**config.mk**
```make
export PLATFORM = sky130hd
export DESIGN_NAME = wb_arbiter
export DESIGN_NICKNAME = d
export VERILOG_FILES = /design/src/rtl/wb_arbiter.sv
export SDC_FILE = /design/constraint.sdc
export NUM_CORES = 1
export LEC_CHECK = 0
export CORE_ASPECT_RATIO = 0.9
export CORE_MARGIN = 2
export CORE_UTILIZATION = 40
export CTS_CLUSTER_DIAMETER = 60
export DETAILED_ROUTE_END_ITERATION = 8
export DONT_BUFFER_PORTS = 1
export HOLD_SLACK_MARGIN = 0.15
export PLACE_DENSITY = 0.57
export REMOVE_ABC_BUFFERS = 1
export SETUP_SLACK_MARGIN = 0.02
export SLEW_MARGIN = 20
export SYNTH_ARGS = -nofsm -noshare
export SYNTH_HDL_FRONTEND = slang
export SYNTH_SLANG_ARGS = --single-unit
```
**constraint.sdc**
```tcl
create_clock -name CLK -period 3.7 [get_ports CLK]
set_input_delay 1.11 -clock CLK [delete_from_list [all_inputs] [get_ports CLK]]
set_output_delay 1.11 -clock CLK [all_outputs]
set_load 0.1 [all_outputs]
```
**src/rtl/wb_arbiter.sv**
```systemverilog
// Two-requester register-file write arbiter.
// Per-source FIFOs, round-robin on ties, registered write port.
module wb_arbiter #(
  parameter int DEPTH = 2,
  parameter int CNT_W = 16
) (
  input  logic             CLK,
  input  logic             RESET,
  input  logic             A_valid,
  input  logic [4:0]       A_reg,
  input  logic [31:0]      A_data,
  output logic             A_ready,
  input  logic             B_valid,
  input  logic [4:0]       B_reg,
  input  logic [31:0]      B_data,
  output logic             B_ready,
  output logic             RegWrite,
  output logic [4:0]       WriteReg,
  output logic [31:0]      WriteData,
  output logic             Grant,
  output logic [CNT_W-1:0] Contention
);

  localparam int AW = $clog2(DEPTH);
  localparam logic [AW:0] FULL = (AW+1)'(DEPTH);

  logic [36:0]   a_mem [DEPTH];
  logic [36:0]   b_mem [DEPTH];
  logic [AW-1:0] a_wp, a_rp, b_wp, b_rp;
  logic [AW:0]   a_cnt, b_cnt;
  logic          last_b;

  logic a_ne, b_ne;
  logic a_push, b_push;
  logic a_pop, b_pop;
  logic [36:0] a_head, b_head;

  assign A_ready = (a_cnt != FULL);
  assign B_ready = (b_cnt != FULL);
  assign a_ne    = (a_cnt != '0);
  assign b_ne    = (b_cnt != '0);

  // Writes to x0 complete the handshake but are dropped here.
  assign a_push = A_valid && A_ready && (A_reg != 5'd0);
  assign b_push = B_valid && B_ready && (B_reg != 5'd0);

  // A wins unless B is alone or A was served last.
  assign a_pop  = a_ne && (!b_ne || last_b);
  assign b_pop  = b_ne && !a_pop;
  assign a_head = a_mem[a_rp];
  assign b_head = b_mem[b_rp];

  // Entry storage; reset flushes via pointers, so no clear here.
  always_ff @(posedge CLK) begin
    if (a_push) a_mem[a_wp] <= {A_reg, A_data};
    if (b_push) b_mem[b_wp] <= {B_reg, B_data};
  end

  // Queue A pointers and occupancy.
  always_ff @(posedge CLK) begin
    if (!RESET) begin
      a_wp  <= '0;
      a_rp  <= '0;
      a_cnt <= '0;
    end else begin
      if (a_push) a_wp <= a_wp + AW'(1);
      if (a_pop)  a_rp <= a_rp + AW'(1);
      a_cnt <= a_cnt + {{AW{1'b0}}, a_push}
                     - {{AW{1'b0}}, a_pop};
    end
  end

  // Queue B pointers and occupancy.
  always_ff @(posedge CLK) begin
    if (!RESET) begin
      b_wp  <= '0;
      b_rp  <= '0;
      b_cnt <= '0;
    end else begin
      if (b_push) b_wp <= b_wp + AW'(1);
      if (b_pop)  b_rp <= b_rp + AW'(1);
      b_cnt <= b_cnt + {{AW{1'b0}}, b_push}
                     - {{AW{1'b0}}, b_pop};
    end
  end

  // Registered write port; fields hold when nothing is dequeued.
  always_ff @(posedge CLK) begin
    if (!RESET) begin
      RegWrite  <= 1'b0;
      WriteReg  <= '0;
      WriteData <= '0;
      Grant     <= 1'b0;
      last_b    <= 1'b1;
    end else begin
      RegWrite <= a_pop || b_pop;
      if (a_pop || b_pop) begin
        Grant     <= b_pop;
        last_b    <= b_pop;
        WriteReg  <= b_pop ? b_head[36:32] : a_head[36:32];
        WriteData <= b_pop ? b_head[31:0]  : a_head[31:0];
      end
    end
  end

  // Saturating count of cycles with both heads waiting.
  always_ff @(posedge CLK) begin
    if (!RESET) begin
      Contention <= '0;
    end else if (a_ne && b_ne && (Contention != '1)) begin
      Contention <= Contention + CNT_W'(1);
    end
  end

endmodule

```
==> results of run 1 <==
-- worst max-delay path, stage by stage, from the launching register on --
cell,delay [ps]
dfxtp_1,1040
nand4_1,430
nor4_2,610
buf_4,280
o311ai_0,130
o41ai_1,130
-- final timing paths --
kind | to
setup / recovery | Contention[2]
hold / removal | a_rp
setup reg to reg | Contention[2]
hold reg to reg | a_rp
-- routing by layer --
layer | GRT usage | up-vias | wire [um]
met5 | 0 | - | 0
met4 | 0.0440 | 0 | 392
met3 | 0.0770 | 25 | 2260
met2 | 0.286 | 162 | 9220
met1 | 0.224 | 2512 | 8120
li1 | - | 2394 | -
-- synth_stat cells, drive strengths merged (2+ instances only) --
cell type and instances:
nand2 12, or2 4, nand4 5, a221oi 36, dfxtp 66, o21a 38, mux2i 42, nand2b 6
and2 2, clkbuf 32, and3 36, edfxtp 148, o21ai 7, ha 5, or3 5, buf 13
nand3 3, or4 8, nor2b 36, o211ai 2, nor2 20, a21oi 12, a211oi 37, o31ai 6
xnor2 6, inv 8, nor4 6, xor2 2
-- metrics by stage --
| step | instances | setup slack (ps) | utilization |
|---|---|---|---|
| after CTS | 926 | 1030 | 0.468 |
| after floorplan | 565 | 72.9 | - |
| after detailed placement | 882 | 725 | 0.432 |
| final | 927 | 972 | 0.470 |
| after global routing | 927 | 813 | 0.470 |
| after global placement | 878 | 706 | 0.428 |
-- logic make-up after synthesis --
logic type / after synthesis
DFF: 214
muxes: 42
xor gates and xnor gates: 8
buffers and inverters: 53
AOI/OAI and AO/OA: 143
adders and majority gates: 5
and+or+nand+nor: 145
-- registers in the layout, summed over array words and instances, names as in the netlist, named ones only --
name        flops
a_mem          74
b_mem          74
WriteData      32
Contention     16
WriteReg        5
a_cnt           2
b_cnt           2
Grant           1
RegWrite        1
a_rp            1
a_wp            1
b_rp            1
b_wp            1
last_b          1
-- final cells by class --
type | instances | area, sq um | share of cell area
clock inverters | 8 | 52.6 | 0.00539
flip-flops and latches | 214 | 5770 | 0.591
inverters | 8 | 30.0 | 0.00308
repair buffers | 32 | 315 | 0.0323
multi-input cells | 343 | 2530 | 0.260
well taps | 286 | 358 | 0.0367
clock buffers | 36 | 696 | 0.0713
-- cells in the final DEF (no fill, tap or decap), types with 6 or more instances in the layout --
master       n
o21a_1      38
a221oi_1    36
dfxtp_1     64
a21oi_1     12
o31ai_1      6
nor2b_1     36
mux2i_1     42
nor2_4       7
o21ai_0      6
inv_1        8
or4_1        8
clkbuf_1     7
buf_4       27
nand2b_1     6
and3_1      36
nand2_1     12
edfxtp_1   148
xnor2_1      6
a211oi_1    37
clkbuf_16   24
nor2_1      12
-- power groups by stage --
stage	Combinational [mW]	Clock, mW	Sequential, mW
3_5_place_dp	2.53	0	5.00
3_3_place_gp	2.42	0	4.99
4_1_cts	2.54	2.27	4.96
5_1_grt	2.81	2.37	5.01
6_report	2.55	2.22	4.95
2_1_floorplan	1.60	0	4.97
==> impl_metrics.env, run 1 <==
export IMPL_ys_ff_latch=214
export IMPL_crit_path_max_fanout=11
export IMPL_dpl_cell_area_sq_um=8980
export IMPL_cts_hold_buf=0
export IMPL_yosysWarnings=0
export IMPL_fmax_ghz=0.367
export IMPL_wirelength_um=20000
export IMPL_die_width_um=157
export IMPL_hold_violations=0
export IMPL_fin_tns_setup_ps=0
export IMPL_hold_path_class="register to register"
export IMPL_worstSetupStartpoint="Contention[9]"
export IMPL_syn_instance_count=610
export IMPL_cts_sinks=214
export IMPL_post_cts_buffers=0
export IMPL_cts_resized=0
export IMPL_htree_levels=1
export IMPL_ys_top_cells_by_area="edfxtp_1 53%, dfxtp_1 16%, mux2i_1 5.0%"
export IMPL_rows=50
export IMPL_grt_max_degree=50
export IMPL_synth_xor_area_share=0.00830
export IMPL_syn_cell_area_sq_um=8440
export IMPL_cp_arrival_ps=3130
export IMPL_core_sq_um=20800
export IMPL_drtPass1Iterations=4
export IMPL_drive_gt1_frac=0.131
export IMPL_start_util=0.407
export IMPL_r2r_slack_ps=970
export IMPL_synthMuxAreaShare=0.0498
export IMPL_place_gp_congestion=0.758
export IMPL_power_density_nw_per_um2=996
export IMPL_dp_hpwl_um=12700
export IMPL_start_kind="register"
export IMPL_syn2layout_area_growth_pct=15.5
export IMPL_io_pins=135
export IMPL_ir_drop_uv=505
export IMPL_num_antenna_cells=0
export IMPL_synth_top_area_share=0.526
export IMPL_post_route_drc_count=0
export IMPL_holdWs_ps=519
export IMPL_synth_ff_type="edfxtp_1"
export IMPL_grt_use_total=0.179
export IMPL_clock_root_buffer="clkbuf_16"
export IMPL_cts_clk_slew_worst_paths_ps=60
export IMPL_yosys_area_share_simple=0.0996
export IMPL_drtIter0Drc=238
export IMPL_nFillCells=1874
export IMPL_grt_setup_unrepaired="false"
export IMPL_dieArea_sq_um=22300
export IMPL_yosys_area_share_adder=0.00741
export IMPL_grt_pass1_wl_um=30200
export IMPL_avgViaCountPerCell=5.49
export IMPL_worst_slew_pin_slew_ps=1080
export IMPL_clock_latency_ps=520
export IMPL_rr_worst_depth=5
export IMPL_nets=706
export IMPL_period_minus_slack_ps=2730
export IMPL_numCtsBuffers=24
export IMPL_port_buffers=0
export IMPL_p_leak_nw=3.32
export IMPL_finalCritPeriodShare=0.737
export IMPL_p_sw_mw=4.34
export IMPL_async_flop_share=0
export IMPL_status="complete, no violations"
export IMPL_ys_types=40
export IMPL_synth_top_family_by_area="compound AO/OA/AOI/OAI gates"
export IMPL_dr_total_vias=5093
export IMPL_antenna_found_initial=0
export IMPL_p_comb_frac=0.262
export IMPL_total_power_mw=9.72
export IMPL_hp_start="a_rp"
export IMPL_cp_required_ps=4100
export IMPL_drv_cap=0
export IMPL_yosysTopAreaCell="edfxtp_1"
export IMPL_die_height_um=142
export IMPL_clockBufferDepth=3
export IMPL_grt_overflow_total=0
export IMPL_clockPowerShare=0.229
export IMPL_end_kind="register"
export IMPL_min_path_cells=2
export IMPL_intPower_mw=5.38
export IMPL_stdcell_area_sq_um=9750
export IMPL_seqPwrFrac=0.509
export IMPL_drv_slew=0
export IMPL_synth_compound_area_share=0.127
export IMPL_slew_headroom=0.278
export IMPL_skew_ps=14.2
export IMPL_path_class="register to register"
export IMPL_cts_tree="done"
export IMPL_synth_area_per_cell_sq_um=13.8
export IMPL_ys_seq_area_frac=0.683
export IMPL_setup_viol=0
export IMPL_r2r_start="Contention[9]"
export IMPL_switching_share=0.447
export IMPL_drtAntennaViolNets=0
export IMPL_wl_per_cell_um=21.6
export IMPL_grt_pass1_vias=5140
export IMPL_synth_edf_count=148
Power figures use the tool's default switching activity.
==> run 2, diff against run 1 <==
- PLACE_DENSITY: 0.57 -> 0.59
- clock period: 3.7 -> 2.5 ns (I/O delays scaled with it)
==> run 2 against run 1 <==
Net effect:
- register-to-register slack worse by 590 ps
- critical endpoint is now A_ready
- count of clock-buffer cells in the layout down 3
- final cell count up 4.5%
- largest cell class unchanged
- worst setup slack worse by 710 ps
- die area unchanged
==> impl_metrics.env, run 2 (synthesis results as in run 1) <==
export IMPL_start_kind="register"
export IMPL_fmax_ghz=0.446
export IMPL_cts_sinks=214
export IMPL_mostFrequentLayoutCell="edfxtp_1"
export IMPL_post_route_drc_count=0
export IMPL_grt_pass1_wl_um=30500
export IMPL_largestRegisters="a_mem x74, b_mem x74, WriteData x32"
export IMPL_clockBufferDepth=3
export IMPL_grt_pass1_vias=5253
export IMPL_dp_hpwl_um=13300
export IMPL_dr_total_vias=5287
export IMPL_hold_violations=0
export IMPL_period_minus_slack_ps=2240
export IMPL_avgViaCountPerCell=5.46
export IMPL_dieArea_sq_um=22300
export IMPL_worst_slew_pin_slew_ps=925
export IMPL_drive_gt1_frac=0.182
export IMPL_drv_cap=0
export IMPL_wirelength_um=20300
export IMPL_skew_ps=9.90
export IMPL_cts_tree="done"
export IMPL_final_cell_mix="148 x edfxtp_1, 73 x buf_4, 64 x dfxtp_1"
export IMPL_cp_required_ps=1750
export IMPL_drtAntennaViolNets=0
export IMPL_hold_path_class="primary input to register"
export IMPL_clock_root_buffer="clkbuf_16"
export IMPL_htree_levels=1
export IMPL_cts_hold_buf=0
export IMPL_clock_latency_ps=500
export IMPL_drtPass1Iterations=4
export IMPL_drv_slew=0
export IMPL_wl_per_cell_um=20.9
export IMPL_cts_resized=0
export IMPL_crit_path_max_fanout=7
export IMPL_antenna_found_initial=0
export IMPL_drtIter0Drc=325
export IMPL_die_height_um=142
export IMPL_fin_tns_setup_ps=0
export IMPL_port_buffers=0
export IMPL_place_gp_congestion=0.802
export IMPL_finalCritPeriodShare=0.897
export IMPL_slew_headroom=0.383
export IMPL_setup_viol=0
export IMPL_numCtsBuffers=23
export IMPL_stdcell_area_sq_um=10100
export IMPL_path_class="register to output port"
export IMPL_core_sq_um=20800
export IMPL_nets=750
export IMPL_p_leak_nw=3.53
export IMPL_grt_setup_unrepaired="false"
export IMPL_power_density_nw_per_um2=1470
export IMPL_final_core_util=0.484
export IMPL_ir_drop_uv=878
export IMPL_num_antenna_cells=0
export IMPL_status="complete, no violations"
export IMPL_start_util=0.407
export IMPL_syn2layout_area_growth_pct=19.1
export IMPL_cts_clk_slew_worst_paths_ps=60
export IMPL_dpl_cell_area_sq_um=9290
export IMPL_cp_arrival_ps=1490
export IMPL_die_width_um=157
export IMPL_io_pins=135
export IMPL_grt_use_total=0.181
export IMPL_post_cts_buffers=0
export IMPL_grt_overflow_total=0
export IMPL_grt_max_degree=50
export IMPL_end_kind="output port"
export IMPL_rows=50
==> run 2: per-layer routing <==
layer	wire length, um	vias up	track usage
li1	-	2472	-
met1	8150	2596	0.226
met2	9380	182	0.289
met3	2220	37	0.0770
met4	514	0	0.0512
met5	0	-	0
==> run 2: worst max-delay path, cell delays in order, from the launching register on <==
cell and delay (ps):
dfxtp_1 500, nand2b_1 190, buf_4 300
==> run 2: final cells by class <==
type | count | area, sq um
clock buffers | 33 | 653
clock inverters | 8 | 62.6
fillers | 1858 | 10700
inverters | 8 | 30.0
multi-input cells | 343 | 2530
flip-flops and latches | 214 | 5770
well taps | 286 | 358
repair buffers | 77 | 651
==> run 2: power by group <==
group          internal [mW]  switching [mW]  leakage [nW]
clock                   1.91            1.30         0.348
combinational           1.81            4.88          1.26
sequential              4.60           0.254          1.92
total                   8.32            6.43          3.53
==> run 2: path summary, 6_finish.rpt <==
path                            startpoint          end  slack, ps  cells after the start
worst min-delay path                 RESET       last_b        340                      1
worst min register to register        b_rp     register        510                      2
worst max register to register    a_cnt[0]  a_mem[0][4]        380                      5
worst max-delay path              a_cnt[0]      A_ready        260                      2
==> run 2: per-stage QoR <==
step	power (mW)	setup slack, ps	hold slack [ps]	std cells
2_1_floorplan	9.73	-1130	481	565
6_report	14.8	257	340	969
5_1_grt	15.4	215	325	969
3_3_place_gp	11.4	-42.1	490	924
4_1_cts	14.8	249	320	967
3_5_place_dp	11.6	-69.3	498	926
